<file path="src/rtl/hazard_ctrl_pkg.sv">
// rtl/hazard_ctrl_pkg.sv - shared types, encodings and helpers for the hazard controller
//
// Package hazard_pkg:
//   FWD_GRF/FWD_E/FWD_M/FWD_W  D-stage forwarding select encodings
//   TUSE_NONE                  Tuse value meaning "operand not read"
//   sb_entry_t                 scoreboard entry {addr, tnew, md}
//   hz_res_t                   per-operand hazard result {stall, sel}
//   MULT_CYC_DEFAULT/DIV_CYC_DEFAULT  default mult/div busy latencies
package hazard_pkg;

    localparam logic [1:0] FWD_GRF = 2'b00;
    localparam logic [1:0] FWD_E   = 2'b01;
    localparam logic [1:0] FWD_M   = 2'b10;
    localparam logic [1:0] FWD_W   = 2'b11;

    localparam logic [1:0] TUSE_NONE = 2'd3;

    localparam int MULT_CYC_DEFAULT = 5;
    localparam int DIV_CYC_DEFAULT  = 10;

    typedef struct packed {
        logic [4:0] addr;
        logic [1:0] tnew;
        logic       md;
    } sb_entry_t;

    typedef struct packed {
        logic       stall;
        logic [1:0] sel;
    } hz_res_t;

    // Age an entry by one stage; tnew saturates at 0 once the value exists.
    function automatic sb_entry_t age_entry(input sb_entry_t e);
        sb_entry_t r;
        r = e;
        if (e.tnew != 2'd0) begin
            r.tnew = e.tnew - 2'd1;
        end
        return r;
    endfunction

    // Youngest matching stage decides both stall and forward select.
    // A match that is not ready yet forwards nothing here; the consumer
    // either stalls or picks the value up from a later-stage mux.
    function automatic hz_res_t resolve(
        input logic [4:0] src,
        input logic [1:0] tuse,
        input sb_entry_t  e,
        input sb_entry_t  m,
        input sb_entry_t  w
    );
        hz_res_t    r;
        logic       hit;
        logic [1:0] tnew;
        logic [1:0] code;
        r    = '0;
        hit  = 1'b0;
        tnew = 2'd0;
        code = FWD_GRF;
        if (src != 5'd0) begin
            if (e.addr == src) begin
                hit = 1'b1; tnew = e.tnew; code = FWD_E;
            end else if (m.addr == src) begin
                hit = 1'b1; tnew = m.tnew; code = FWD_M;
            end else if (w.addr == src) begin
                hit = 1'b1; tnew = w.tnew; code = FWD_W;
            end
        end
        if (hit) begin
            r.stall = (tnew > tuse);
            r.sel   = (tnew == 2'd0) ? code : FWD_GRF;
        end
        return r;
    endfunction

endpackage

</file>
<file path="src/rtl/hazard_ctrl_if.sv">
// rtl/hazard_ctrl_if.sv - D-stage hazard request/response bundle
//
// Signals: Rs_D, Rt_D, Tuse_Rs_D, Tuse_Rt_D, Wr_Addr_D, Tnew_D, Md_Start_D,
//          Md_Div_D, Md_Use_D (pipeline -> controller);
//          Stall, Fwd_Rs_Sel, Fwd_Rt_Sel, Md_Busy, Stall_Count (controller -> pipeline)
// Modports: master = pipeline side, slave = hazard controller side.
interface hazard_ctrl_if;

    logic [4:0]  Rs_D;
    logic [4:0]  Rt_D;
    logic [1:0]  Tuse_Rs_D;
    logic [1:0]  Tuse_Rt_D;
    logic [4:0]  Wr_Addr_D;
    logic [1:0]  Tnew_D;
    logic        Md_Start_D;
    logic        Md_Div_D;
    logic        Md_Use_D;

    logic        Stall;
    logic [1:0]  Fwd_Rs_Sel;
    logic [1:0]  Fwd_Rt_Sel;
    logic        Md_Busy;
    logic [31:0] Stall_Count;

    modport master (
        output Rs_D, Rt_D, Tuse_Rs_D, Tuse_Rt_D, Wr_Addr_D, Tnew_D,
               Md_Start_D, Md_Div_D, Md_Use_D,
        input  Stall, Fwd_Rs_Sel, Fwd_Rt_Sel, Md_Busy, Stall_Count
    );

    modport slave (
        input  Rs_D, Rt_D, Tuse_Rs_D, Tuse_Rt_D, Wr_Addr_D, Tnew_D,
               Md_Start_D, Md_Div_D, Md_Use_D,
        output Stall, Fwd_Rs_Sel, Fwd_Rt_Sel, Md_Busy, Stall_Count
    );

endinterface

</file>
<file path="src/rtl/hazard_ctrl_md_busy_counter.sv">
// rtl/hazard_ctrl_md_busy_counter.sv - mult/div busy counter
//
// Ports: Clk, Reset (async, active-high), load (mult/div in E), div (latency
//        select registered with it), busy (counter != 0).
// State updates on negedge Clk to line up with the pipeline registers.
module md_busy_counter #(
    parameter int MULT_CYC = 5,
    parameter int DIV_CYC  = 10,
    parameter int CNT_W    = 4
) (
    input  logic Clk,
    input  logic Reset,
    input  logic load,
    input  logic div,
    output logic busy
);

    logic [CNT_W-1:0] cnt_q;

    // A load always overwrites, even if a previous operation is still running.
    always_ff @(negedge Clk or posedge Reset) begin
        if (Reset) begin
            cnt_q <= '0;
        end else if (load) begin
            cnt_q <= div ? CNT_W'(DIV_CYC) : CNT_W'(MULT_CYC);
        end else if (cnt_q != '0) begin
            cnt_q <= cnt_q - 1'b1;
        end
    end

    assign busy = (cnt_q != '0);

endmodule

</file>
<file path="src/rtl/hazard_ctrl.sv">
// rtl/hazard_ctrl.sv - pipeline hazard controller for the 5-stage MIPS core
//
// Ports: Clk (state on negedge), Reset (async, active-high),
//        hz (hazard_ctrl_if.slave): D-stage operand/destination info in,
//        Stall / Fwd_Rs_Sel / Fwd_Rt_Sel / Md_Busy / Stall_Count out.
// Optional: define HAZARD_STATS_EN to build the 32-bit stall counter;
//           otherwise Stall_Count is tied to 0.
module hazard_ctrl
    import hazard_pkg::*;
#(
    parameter int MULT_CYC = MULT_CYC_DEFAULT,
    parameter int DIV_CYC  = DIV_CYC_DEFAULT,
    parameter int CNT_W    = 4
) (
    input  logic          Clk,
    input  logic          Reset,
    hazard_ctrl_if.slave  hz
);

    sb_entry_t e_q, m_q, w_q;
    logic      e_div_q;
    logic      md_busy;
    hz_res_t   rs_res, rt_res;
    logic      md_stall;
    logic      stall;

    // Scoreboard: a stall turns the entry entering E into a bubble.
    always_ff @(negedge Clk or posedge Reset) begin
        if (Reset) begin
            e_q     <= '0;
            m_q     <= '0;
            w_q     <= '0;
            e_div_q <= 1'b0;
        end else begin
            m_q <= age_entry(e_q);
            w_q <= age_entry(m_q);
            if (stall) begin
                e_q     <= '0;
                e_div_q <= 1'b0;
            end else begin
                e_q     <= '{addr: hz.Wr_Addr_D, tnew: hz.Tnew_D, md: hz.Md_Start_D};
                e_div_q <= hz.Md_Div_D;
            end
        end
    end

    md_busy_counter #(
        .MULT_CYC (MULT_CYC),
        .DIV_CYC  (DIV_CYC),
        .CNT_W    (CNT_W)
    ) u_md_busy (
        .Clk   (Clk),
        .Reset (Reset),
        .load  (e_q.md),
        .div   (e_div_q),
        .busy  (md_busy)
    );

    always_comb begin
        rs_res   = resolve(hz.Rs_D, hz.Tuse_Rs_D, e_q, m_q, w_q);
        rt_res   = resolve(hz.Rt_D, hz.Tuse_Rt_D, e_q, m_q, w_q);
        // E.md covers the cycle before the counter has been loaded.
        md_stall = hz.Md_Use_D & (md_busy | e_q.md);
        stall    = rs_res.stall | rt_res.stall | md_stall;
    end

    assign hz.Stall      = stall;
    assign hz.Fwd_Rs_Sel = rs_res.sel;
    assign hz.Fwd_Rt_Sel = rt_res.sel;
    assign hz.Md_Busy    = md_busy;

`ifdef HAZARD_STATS_EN
    logic [31:0] stall_cnt_q;

    always_ff @(negedge Clk or posedge Reset) begin
        if (Reset) begin
            stall_cnt_q <= '0;
        end else if (stall) begin
            stall_cnt_q <= stall_cnt_q + 32'd1;
        end
    end

    assign hz.Stall_Count = stall_cnt_q;
`else
    assign hz.Stall_Count = '0;
`endif

endmodule

</file>
<file path="src/flat_wrapper.sv">
// flat-port wrapper written by rule: the top's interface ports become plain ports
module hazard_ctrl_flat import hazard_pkg::*;
#(
    parameter int MULT_CYC = MULT_CYC_DEFAULT,
    parameter int DIV_CYC  = DIV_CYC_DEFAULT,
    parameter int CNT_W    = 4
)
  (Clk, Reset, hz_Rs_D, hz_Rt_D, hz_Tuse_Rs_D, hz_Tuse_Rt_D, hz_Wr_Addr_D, hz_Tnew_D, hz_Md_Start_D, hz_Md_Div_D, hz_Md_Use_D, hz_Stall, hz_Fwd_Rs_Sel, hz_Fwd_Rt_Sel, hz_Md_Busy, hz_Stall_Count);
  hazard_ctrl_if hz_i ();
  input  logic Clk;
  input  logic Reset;
  input wire logic [$bits(hz_i.Rs_D)-1:0] hz_Rs_D;
  input wire logic [$bits(hz_i.Rt_D)-1:0] hz_Rt_D;
  input wire logic [$bits(hz_i.Tuse_Rs_D)-1:0] hz_Tuse_Rs_D;
  input wire logic [$bits(hz_i.Tuse_Rt_D)-1:0] hz_Tuse_Rt_D;
  input wire logic [$bits(hz_i.Wr_Addr_D)-1:0] hz_Wr_Addr_D;
  input wire logic [$bits(hz_i.Tnew_D)-1:0] hz_Tnew_D;
  input wire logic [$bits(hz_i.Md_Start_D)-1:0] hz_Md_Start_D;
  input wire logic [$bits(hz_i.Md_Div_D)-1:0] hz_Md_Div_D;
  input wire logic [$bits(hz_i.Md_Use_D)-1:0] hz_Md_Use_D;
  output wire logic [$bits(hz_i.Stall)-1:0] hz_Stall;
  output wire logic [$bits(hz_i.Fwd_Rs_Sel)-1:0] hz_Fwd_Rs_Sel;
  output wire logic [$bits(hz_i.Fwd_Rt_Sel)-1:0] hz_Fwd_Rt_Sel;
  output wire logic [$bits(hz_i.Md_Busy)-1:0] hz_Md_Busy;
  output wire logic [$bits(hz_i.Stall_Count)-1:0] hz_Stall_Count;
  assign hz_i.Rs_D = hz_Rs_D;
  assign hz_i.Rt_D = hz_Rt_D;
  assign hz_i.Tuse_Rs_D = hz_Tuse_Rs_D;
  assign hz_i.Tuse_Rt_D = hz_Tuse_Rt_D;
  assign hz_i.Wr_Addr_D = hz_Wr_Addr_D;
  assign hz_i.Tnew_D = hz_Tnew_D;
  assign hz_i.Md_Start_D = hz_Md_Start_D;
  assign hz_i.Md_Div_D = hz_Md_Div_D;
  assign hz_i.Md_Use_D = hz_Md_Use_D;
  assign hz_Stall = hz_i.Stall;
  assign hz_Fwd_Rs_Sel = hz_i.Fwd_Rs_Sel;
  assign hz_Fwd_Rt_Sel = hz_i.Fwd_Rt_Sel;
  assign hz_Md_Busy = hz_i.Md_Busy;
  assign hz_Stall_Count = hz_i.Stall_Count;
  hazard_ctrl #(.MULT_CYC(MULT_CYC), .DIV_CYC(DIV_CYC), .CNT_W(CNT_W)) u_core (.Clk(Clk), .Reset(Reset), .hz(hz_i));
endmodule
</file>
<file path="config.mk">
export PLATFORM = sky130hd
export DESIGN_NAME = hazard_ctrl_flat
export DESIGN_NICKNAME = d
export VERILOG_FILES = /design/src/rtl/hazard_ctrl_pkg.sv /design/src/rtl/hazard_ctrl_if.sv /design/src/rtl/hazard_ctrl_md_busy_counter.sv /design/src/rtl/hazard_ctrl.sv /design/src/flat_wrapper.sv
export SDC_FILE = /design/constraint.sdc
export NUM_CORES = 1
export LEC_CHECK = 0
export ABC_AREA = 1
export BUFFER_PORTS_ARGS = -buffer_cell sky130_fd_sc_hd__buf_2
export CAP_MARGIN = 20
export CORE_MARGIN = 1
export CORE_UTILIZATION = 25
export DETAILED_ROUTE_END_ITERATION = 7
export GPL_ROUTABILITY_DRIVEN = 0
export HOLD_SLACK_MARGIN = 0.02
export PLACE_DENSITY = 0.51
export SKIP_CTS_REPAIR_TIMING = 1
export SYNTH_ARGS = -nofsm -noshare
export SYNTH_HDL_FRONTEND = slang
export SYNTH_SLANG_ARGS = --single-unit
</file>
<file path="constraint.sdc">
create_clock -name Clk -period 5.84 [get_ports Clk]
set_input_delay 0.876 -clock Clk [delete_from_list [all_inputs] [get_ports Clk]]
set_output_delay 0.876 -clock Clk [all_outputs]
set_load 0.01 [all_outputs]
</file>
# ---- After elaboration in Yosys (flattened, before gate mapping)
# Index checks and enable logic that the tools add are counted.
dict set report word_totals {
  wordCells 67
  in_bits 26
  output_inout_bits 38
  reg_bits 27
}
dict set report classes {
  bitwise_logic 4
  reduce_logical 8
  add_sub_neg 3
  n_eq_ne 6
  muxes 35
  order_cmp 2
}
# operator count
set ops {}
lappend ops {{two-way mux 2 bit} 20}
lappend ops {{equality test 5 bit} 6}
lappend ops {{two-way mux 4 bit} 3}
lappend ops {{nonzero test 5 bit} 2}
lappend ops {{two-way mux 1 bit} 9}
lappend ops {{two-way mux 8 bit} 1}
lappend ops {{two-way mux 3 bit} 2}
lappend ops {{nonzero test 2 bit} 3}
lappend ops {{greater-than comparator 2 bit} 2}
lappend ops {{logical NOT 2 bit} 2}
lappend ops {{nonzero test 4 bit} 1}
lappend ops {{subtractor 2 x 1 -> 2 bit, second input constant} 2}
lappend ops {{subtractor 4 x 1 -> 4 bit, second input constant} 1}
lappend ops {{OR 1 bit} 3}
lappend ops {{AND 1 bit} 1}

# ---- Longest topological paths before layout
# Gate-level depths: netlist (run 1).
dict set report depth {
  depth_word 11
  depth_mapped 18
  depth_no_buf 18
}

# ---- Hierarchy
# A second synthesis (run 1) with hierarchy kept.
dict set report hier_totals {
  hier_cells 303
  hier_area_um2 2097.0
}
# module seq_area_each_um2 cells_per_inst instances area_per_inst_um2
set by_module_without_submodules {}
lappend by_module_without_submodules {hazard_ctrl 575.6 268 1 1834.3}
lappend by_module_without_submodules {md_busy_counter 100.1 35 1 262.8}

==> flow_metrics.py, run 1 <==
metrics = {
    "clock_network": {
        "cts_root_buf": "clkbuf_8",
        "clockBufferDepth": 2,
        "cts_htree_levels": 1,
        "worstSkewPairLatency_ps": 280,
        "cts_tree": "yes",
        "clock_sinks": 27,
        "tritoncts.num_buffers": 3,
        "path_clk_slew_ps": 60,
    },
    "floorplan": {
        "die-area_um2": 8510,
        "die_y_um": 92.3,
        "dieWidth_um": 92.3,
        "ios": 64,
        "rows": 32,
        "start_util": 0.261,
        "coreArea_um2": 7810,
    },
    "drt": {
        "drc": 0,
        "firstDrtPassIters": 4,
        "vias": 1732,
        "finalWirelength_mm": 4.25,
        "drt-wirelength-per-cell_um": 9.56,
        "drt_iter0_drc": 47,
        "avgViaCountPerCell": 3.89,
        "final_antenna_net_count": 0,
    },
    "min_path": {
        "hp-class": "flop to flop",
    },
    "sta": {
        "holdWs_ps": 366,
        "clock_skew_ps": 5.55,
        "setup_viol": 1,
        "hold_viol": 0,
        "maxSlewViolCount": 0,
        "worst_slack_ps": -307,
        "rsz0062_at_grt": "yes",
    },
    "finish": {
        "final_common_cell": "nand2_1",
        "area_growth_pct": 23.8,
        "final_layout_size_suffix_gt1_frac": 0.286,
        "register_area_um2": 676,
        "multi_input_area_um2": 1140,
        "layout_common_cells": "66 x nand2_1, 43 x inv_1, 32 x nor2_1, 32 x conb_1, 30 x buf_2",
        "antennaDiodeCount": 0,
        "nFillCells": 853,
        "nNetsFinal": 376,
    },
    "pwr": {
        "power_w": 0.000598,
        "power.static_leakage_nw": 1.45,
        "comb_power_share": 0.402,
        "power_density_nw_per_um2": 237,
        "peakVddDrop_mv": 0.146,
        "pwr-share-seq": 0.415,
        "clkPwrFrac": 0.182,
        "switching_share": 0.371,
        "netSwitchingPower_w": 0.000222,
        "internal-power_w": 0.000376,
    },
    "run_status": {
        "violations": "setup timing",
        "status": "finished with violations",
    },
    "worst_setup_path": {
        "worstPathRequired_ps": 4960,
        "timing_worst_setup_path_type": "flop to output pin",
        "arrival_ps": 5270,
        "startpoint_type": "flop",
        "cp-end-kind": "output pin",
        "crit_fanout": 3,
    },
    "global_routing": {
        "grt_pass1_vias": 1550,
        "antenna_found_initial": 0,
        "grt_max_degree": 28,
        "grt_pass1_wl_mm": 6.91,
        "overflow": 0,
        "grtUsageTotal": 0.103,
    },
    "synth": {
        "yosys_register_bits": 27,
        "yosysUniqueCellTypes": 24,
        "syn_area_per_cell_um2": 7.10,
        "ys_warn_count": 0,
        "synth_cells": 287,
        "synth_seq_area_share": 0.332,
        "syn_area_um2": 2040,
    },
    "flow_run": {
        "cap_violations": 0,
    },
    "place": {
        "dp_hpwl_mm": 3.47,
        "port_buffers": 31,
    },
}
worst max-delay path: stages, from the launching register on:
cell and delay, ps:
dfrtn_1 520, buf_6 130, xor2_1 50, nor2_1 150, inv_1 90, nor2_4 130
a21oi_1 80, nand2_2 80, inv_2 40, ha_4 260, inv_2 30, nor2_1 80
o21ai_1 60, nor2_1 110, nand2_2 80, nand3_4 70, buf_6 100
cell type report:
class,instances,area share
Clock buffer,3,0.0164
Timing Repair Buffer,53,0.132
Clock inverter,1,0.00198
Sequential cell,27,0.268
Inverter,53,0.0789
Tap cell,102,0.0506
Multi-Input combinational cell,206,0.452
power by group through the flow:
| stage | Clock [W] | Sequential (W) | Combinational (W) |
|---|---|---|---|
| final | 0.000109 | 0.000248 | 0.000240 |
| after global routing | 0.000121 | 0.000253 | 0.000274 |
| after CTS | 0.000116 | 0.000248 | 0.000220 |
| after detailed placement | 0 | 0.000251 | 0.000219 |
| after global placement | 0 | 0.000251 | 0.000218 |
| after floorplan | 0 | 0.000246 | 0.000168 |
sequential cells by signal (all words and copies together) (netlist names):
register,count
u_core.u_md_busy.cnt_q,4
u_core.e_div_q,1
u_core.e_q,8
u_core.w_q,7
u_core.m_q,7
per-layer routing:
| metal | track usage | wire (µm) | vias up |
|---|---|---|---|
| li1 | - | - | 899 |
| met1 | 0.136 | 2070 | 777 |
| met2 | 0.178 | 2020 | 52 |
| met3 | 0.00995 | 131 | 4 |
| met4 | 0.0273 | 35 | 0 |
| met5 | 0 | 0 | - |
kinds of logic after synthesis:
| group | synth area share |
|---|---|
| flip-flops | 0.332 |
| adder cells (fa/ha/maj) | 0.0369 |
| other | 0.00184 |
| buffers and inverters | 0.216 |
| AO/OA/AOI/OAI | 0.0258 |
| AND/OR/NAND/NOR | 0.311 |
| XOR/XNOR | 0.0774 |
synth_stat cells, drive strengths merged:
master | number | share of area
o21ai | 4 | 0.0098
or2 | 1 | 0.0031
inv | 53 | 0.098
ha | 6 | 0.037
nand3 | 19 | 0.060
nor3 | 2 | 0.0049
buf | 32 | 0.12
xor2 | 6 | 0.026
o31ai | 1 | 0.0037
dfrtn | 27 | 0.33
nand2b | 1 | 0.0031
nor2 | 43 | 0.089
nand2 | 73 | 0.14
a21oi | 5 | 0.012
xnor2 | 12 | 0.052
nand3b | 1 | 0.0098
conb | 1 | 0.0018
final timing paths:
kind	to	slack (ps)	from	cells past startpoint
setup / recovery	hz_Stall	-310	u_core.e_q[3]$_DFF_NP0_	16
hold / removal	u_core.w_q[4]$_DFF_NP0_	370	u_core.m_q[4]$_DFF_NP0_	0
setup reg to reg	u_core.e_q[0]$_DFF_NP0_	3440	u_core.e_q[3]$_DFF_NP0_	18
hold reg to reg	u_core.w_q[4]$_DFF_NP0_	370	u_core.m_q[4]$_DFF_NP0_	0
max in group asynchronous	u_core.w_q[1]$_DFF_NP0_	2090	Reset	3
min in group asynchronous	u_core.e_q[6]$_DFF_NP0_	3450	Reset	3
stage by stage:
| step | area, µm² | std cells | util | setup TNS (ps) | setup slack (ps) |
|---|---|---|---|---|---|
| floorplan | 2150 | 318 | - | 0 | 196 |
| global placement | 2340 | 438 | 0.300 | -533 | -149 |
| detailed placement | 2340 | 438 | 0.300 | -578 | -138 |
| CTS | 2380 | 442 | 0.305 | -467 | -467 |
| global route | 2520 | 445 | 0.323 | -467 | -467 |
| finish | 2520 | 445 | 0.323 | -307 | -307 |
(Power assumes the default switching activity.)
==> run 2, diff against run 1 <==
==> constraint.sdc (replaced) <==
create_clock -name Clk -period 5.84 [get_ports Clk]
set_input_delay 1.46 -clock Clk [delete_from_list [all_inputs] [get_ports Clk]]
set_output_delay 1.46 -clock Clk [all_outputs]
set_load 0.01 [all_outputs]
==> run 2 against run 1 <==
Effect of this change:
- clock power about the same
- sequential cell count unchanged
- the run still ends with setup timing left
- count of clock-buffer cells in the layout unchanged
- critical path type unchanged
- worst hold slack improved by 7.2 ps
- critical endpoint unchanged
- clock skew decreased by 2.7 ps
- sequential power about the same
- sequential share of layout area decreased by 2.8 points
- utilization increased by 3.8 points
- global-route usage increased by 0.076 points
- final area increased by 12%
- power increased by 4.9%
- highest routed layer unchanged
==> flow_metrics.py, run 2 (synthesis gave the netlist of run 1 again) <==
metrics = {
    "run_status": {
        "status": "finished with violations",
        "violations": "setup timing",
    },
    "pwr": {
        "power_w": 0.000627,
        "peakVddDrop_mv": 0.134,
        "power.static_leakage_nw": 1.55,
        "power_density_nw_per_um2": 222,
    },
    "worst_setup_path": {
        "startpoint_type": "flop",
        "crit_fanout": 4,
        "timing_worst_setup_path_type": "flop to output pin",
        "worstPathRequired_ps": 4380,
        "cp-end-kind": "output pin",
        "arrival_ps": 5250,
    },
    "place": {
        "dp_hpwl_mm": 3.44,
        "port_buffers": 31,
    },
    "finish": {
        "antennaDiodeCount": 0,
        "final_layout_size_suffix_gt1_frac": 0.408,
        "nNetsFinal": 386,
        "area_growth_pct": 38.5,
        "largest_reg_flops": 8,
        "layout_common_cells": "57 x nand2_1, 40 x inv_1, 32 x conb_1",
        "regMostFlops": "u_core.e_q",
        "final_common_cell": "nand2_1",
        "top_regs": "u_core.e_q (8), u_core.m_q (7), u_core.w_q (7)",
    },
    "clock_network": {
        "cts_tree": "yes",
        "path_clk_slew_ps": 60,
        "cts_root_buf": "clkbuf_8",
        "cts_htree_levels": 1,
        "tritoncts.num_buffers": 3,
        "worstSkewPairLatency_ps": 280,
        "clock_sinks": 27,
        "clockBufferDepth": 2,
    },
    "global_routing": {
        "overflow": 0,
        "grtUsageTotal": 0.104,
        "grt_max_degree": 28,
        "grt_pass1_wl_mm": 7.09,
        "antenna_found_initial": 0,
        "grt_pass1_vias": 1601,
    },
    "floorplan": {
        "coreArea_um2": 7810,
        "dieWidth_um": 92.3,
        "start_util": 0.261,
        "rows": 32,
        "die-area_um2": 8510,
        "ios": 64,
        "die_y_um": 92.3,
    },
    "sta": {
        "setup_viol": 14,
        "hold_viol": 0,
        "worst_slack_ps": -874,
        "maxSlewViolCount": 0,
        "clock_skew_ps": 2.85,
        "holdWs_ps": 373,
        "rsz0062_at_grt": "yes",
    },
    "drt": {
        "avgViaCountPerCell": 3.83,
        "finalWirelength_mm": 4.39,
        "final_antenna_net_count": 0,
        "drt-wirelength-per-cell_um": 9.65,
        "drt_iter0_drc": 26,
        "vias": 1744,
        "firstDrtPassIters": 4,
        "drc": 0,
    },
    "min_path": {
        "hp-class": "flop to flop",
    },
    "flow_run": {
        "cap_violations": 0,
    },
}
## run 2: cell types whose count changed in the layout (fill, tap and decap cells not counted), sizes merged
cell,change
buf,+9
clkbuf,+1
## run 2: final timing paths
| path | endpoint | slack (ps) | cells past startpoint | from |
|---|---|---|---|---|
| worst min-delay path | u_core.w_q[7]$_DFF_NP0_ | 370 | 0 | u_core.m_q[7]$_DFF_NP0_ |
| min in group asynchronous | u_core.e_q[4]$_DFF_NP0_ | 4030 | 3 | Reset |
| worst max-delay path | hz_Stall | -870 | 15 | u_core.e_q[3]$_DFF_NP0_ |
| worst max register to register | u_core.e_q[1]$_DFF_NP0_ | 3520 | 17 | u_core.e_q[3]$_DFF_NP0_ |
| worst min register to register | u_core.w_q[7]$_DFF_NP0_ | 370 | 0 | u_core.m_q[7]$_DFF_NP0_ |
| max in group asynchronous | u_core.w_q[1]$_DFF_NP0_ | 1520 | 3 | Reset |
## run 2: cell type report
type | count | area [µm²]
Fill cell | 836 | 4990
Clock buffer | 3 | 41.3
Multi-Input combinational cell | 206 | 1290
Clock inverter | 1 | 5.00
Inverter | 53 | 201
Timing Repair Buffer | 63 | 477
Tap cell | 102 | 128
Sequential cell | 27 | 676
## run 2: layer usage
metal	vias up	routed length, µm	global-route usage
met5	-	0	0
met4	0	11	0.0156
met1	787	2050	0.133
met2	46	2230	0.192
li1	909	-	-
met3	2	99	0.00746
## run 2: power breakdown
group	total [W]	switching [W]	internal, W
combinational	0.000268	0.000145	0.000123
clock	0.000108	0.0000601	0.0000478
sequential	0.000251	0.0000271	0.000224
## run 2: critical path, stage by stage, from the launching register on
cell and delay, ps:
dfrtn_1 530, xor2_2 180, nand2b_4 150, nor2_4 50, nor2_1 120, nand2_2 60
nand2_2 70, inv_2 50, ha_4 260, inv_2 30, nor2_2 90, o21ai_1 60
nor2_1 120, nand2_2 70, nand3_4 100, buf_6 110
## run 2: metrics by stage
step                      instances  setup WS (ps)  area (µm²)  setup TNS [ps]   util
after floorplan                 318           -340        2160           -1750      -
after global placement          445           -637        2390           -6120  0.307
after detailed placement        445           -651        2390           -6400  0.307
after CTS                       449           -973        2440           -5300  0.313
after global routing            455          -1060        2820           -6330  0.361
final                           455           -874        2820           -4120  0.361
==> run 3, diff against run 2 <==
CORE_ASPECT_RATIO = 1.5   (was unset)
GPL_TIMING_DRIVEN = 0   (was unset)
PLACE_DENSITY = 0.49   (was 0.51)
==> run 3 against run 2 <==
Effect of this change:
- register-to-register slack lost 630 ps
- sequential share of layout area down 1.3 points
- sequential cell count unchanged
- combinational power up 9.0%
- worst setup slack worse by 18 ps
- global-route usage shrank 0.20 points
- critical path depth unchanged
- the flow still finishes with violations (setup timing)
- final cell count rose by 5.3%
- sequential power is essentially flat
- largest power group unchanged
- critical path type unchanged
==> flow_metrics.py, run 3 (synthesis gave the netlist of run 1 again) <==
metrics = {
    "run_status": {
        "status": "finished with violations",
        "violations": "setup timing",
    },
    "sta": {
        "worst_slack_ps": -892,
        "setup_viol": 14,
        "holdWs_ps": 367,
        "clock_skew_ps": 1.36,
        "finalSetupTns_ps": -8920,
        "rsz0062_at_grt": "yes",
        "hold_viol": 0,
        "maxSlewViolCount": 0,
    },
    "place": {
        "port_buffers": 31,
        "dp_cells": 454,
        "dp_hpwl_mm": 3.43,
    },
    "min_path": {
        "hp-class": "flop to flop",
        "hold_path.startpoint": "u_core.m_q[4]$_DFF_NP0_",
        "hold_depth": 0,
    },
    "drt": {
        "final_antenna_net_count": 0,
        "drt-wirelength-per-cell_um": 9.23,
        "drc": 0,
        "avgViaCountPerCell": 3.73,
        "firstDrtPassIters": 4,
        "finalWirelength_mm": 4.42,
        "drt_iter0_drc": 28,
        "vias": 1785,
    },
    "finish": {
        "antennaDiodeCount": 0,
        "nFillCells": 829,
        "post-route-util": 0.375,
        "largest_reg_flops": 8,
        "fin_cells": 479,
        "multi_input_area_um2": 1250,
        "final_common_cell": "nand2_1",
        "layout_common_cells": "62 x nand2_1, 46 x buf_4, 41 x inv_1",
        "top_regs": "u_core.e_q (8), u_core.m_q (7), u_core.w_q (7)",
        "final_layout_size_suffix_gt1_frac": 0.406,
        "register_area_um2": 676,
        "regMostFlops": "u_core.e_q",
        "nNetsFinal": 407,
        "area_growth_pct": 46.6,
    },
    "clock_network": {
        "clock_sinks": 27,
        "cts_htree_levels": 1,
        "cts_tree": "yes",
        "worstSkewPairLatency_ps": 290,
        "path_clk_slew_ps": 50,
        "clockBufferDepth": 2,
        "tritoncts.num_buffers": 3,
        "cts_root_buf": "clkbuf_16",
    },
    "global_routing": {
        "overflow": 0,
        "grt_pass1_wl_mm": 6.53,
        "grt_max_degree": 28,
        "grt_pass1_vias": 1461,
        "grtUsageTotal": 0.102,
        "antenna_found_initial": 0,
    },
    "floorplan": {
        "start_util": 0.256,
        "ios": 64,
        "die_y_um": 113,
        "die-area_um2": 8520,
        "dieWidth_um": 75.7,
        "coreArea_um2": 7960,
        "rows": 40,
    },
    "pwr": {
        "power.static_leakage_nw": 1.69,
        "clkPwrFrac": 0.222,
        "comb_power_share": 0.419,
        "internal-power_w": 0.000458,
        "netSwitchingPower_w": 0.000240,
        "switching_share": 0.344,
        "power_w": 0.000697,
        "pwr-share-seq": 0.359,
        "peakVddDrop_mv": 0.180,
        "power_density_nw_per_um2": 234,
    },
    "worst_setup_path": {
        "timing_worst_setup_path_type": "flop to output pin",
        "startpoint_type": "flop",
        "r2r-start": "u_core.e_q[3]$_DFF_NP0_",
        "worstPathRequired_ps": 4380,
        "arrival_ps": 5270,
        "cp-end-kind": "output pin",
        "crit_fanout": 4,
        "crit_start": "u_core.e_q[3]$_DFF_NP0_",
        "worst_r2r_path_depth": 24,
    },
    "flow_run": {
        "cap_violations": 0,
    },
}
## run 3: cell types whose count changed in the layout (fill, tap and decap cells not counted), moves of 3 or more
cell	previous run	this run
buf_4	28	46
nand2_1	57	62
nand3_2	7	3
nor2_2	16	12
clkbuf_16	0	3
clkbuf_8	3	0
nand2_2	14	11
nor2_4	5	8
## run 3: power by group through the flow
| stage | clock network (W) | logic [W] | registers [W] |
|---|---|---|---|
| 4_1_cts | 0.000161 | 0.000218 | 0.000248 |
| 3_3_place_gp | 0 | 0.000214 | 0.000250 |
| 5_1_grt | 0.000168 | 0.000327 | 0.000255 |
| 2_1_floorplan | 0 | 0.000170 | 0.000246 |
| 6_report | 0.000155 | 0.000292 | 0.000250 |
| 3_5_place_dp | 0 | 0.000217 | 0.000251 |
## run 3: per-layer routing
| layer | vias up | wire [µm] | GRT usage |
|---|---|---|---|
| met1 | 770 | 1790 | 0.120 |
| met3 | 5 | 188 | 0.00987 |
| met4 | 0 | 80 | 0.0444 |
| met5 | - | 0 | 0 |
| met2 | 52 | 2360 | 0.180 |
| li1 | 958 | - | - |
## run 3: layout make-up
class,count,share of cell area
multi-input combinational,206,0.420
buffer,32,0.0805
clock buffer,3,0.0251
inverter,53,0.0666
clock inverter,1,0.00168
sequential,27,0.226
timing repair buffer,52,0.136
tap,105,0.0440
## run 3: per-stage QoR
stage | instance area [µm²] | worst slack, ps
2_1_floorplan | 2160 | -340
3_3_place_gp | 2440 | -760
3_5_place_dp | 2440 | -790
4_1_cts | 2520 | -1110
5_1_grt | 2990 | -1050
6_report | 2990 | -892
## run 3: final timing paths
kind	end	slack, ps
setup / recovery	hz_Stall	-890
setup reg to reg	u_core.e_q[6]$_DFF_NP0_	2890
hold reg to reg	u_core.w_q[4]$_DFF_NP0_	370
min in group asynchronous	u_core.e_q[1]$_DFF_NP0_	3910
max in group asynchronous	u_core.w_q[4]$_DFF_NP0_	1490
hold / removal	u_core.w_q[4]$_DFF_NP0_	370
## run 3: critical path, stage by stage (launching register included)
cell and delay [ps]:
dfrtn_1 540, xor2_2 180, nand2b_4 150, nor2_4 50, nor2_1 90, nand2_1 60
nand2_2 80, inv_2 40, ha_4 250, inv_1 30, nor2_1 80, o21ai_1 70
nor2_1 130, nand2_2 80, nand3_4 100, buf_6 110
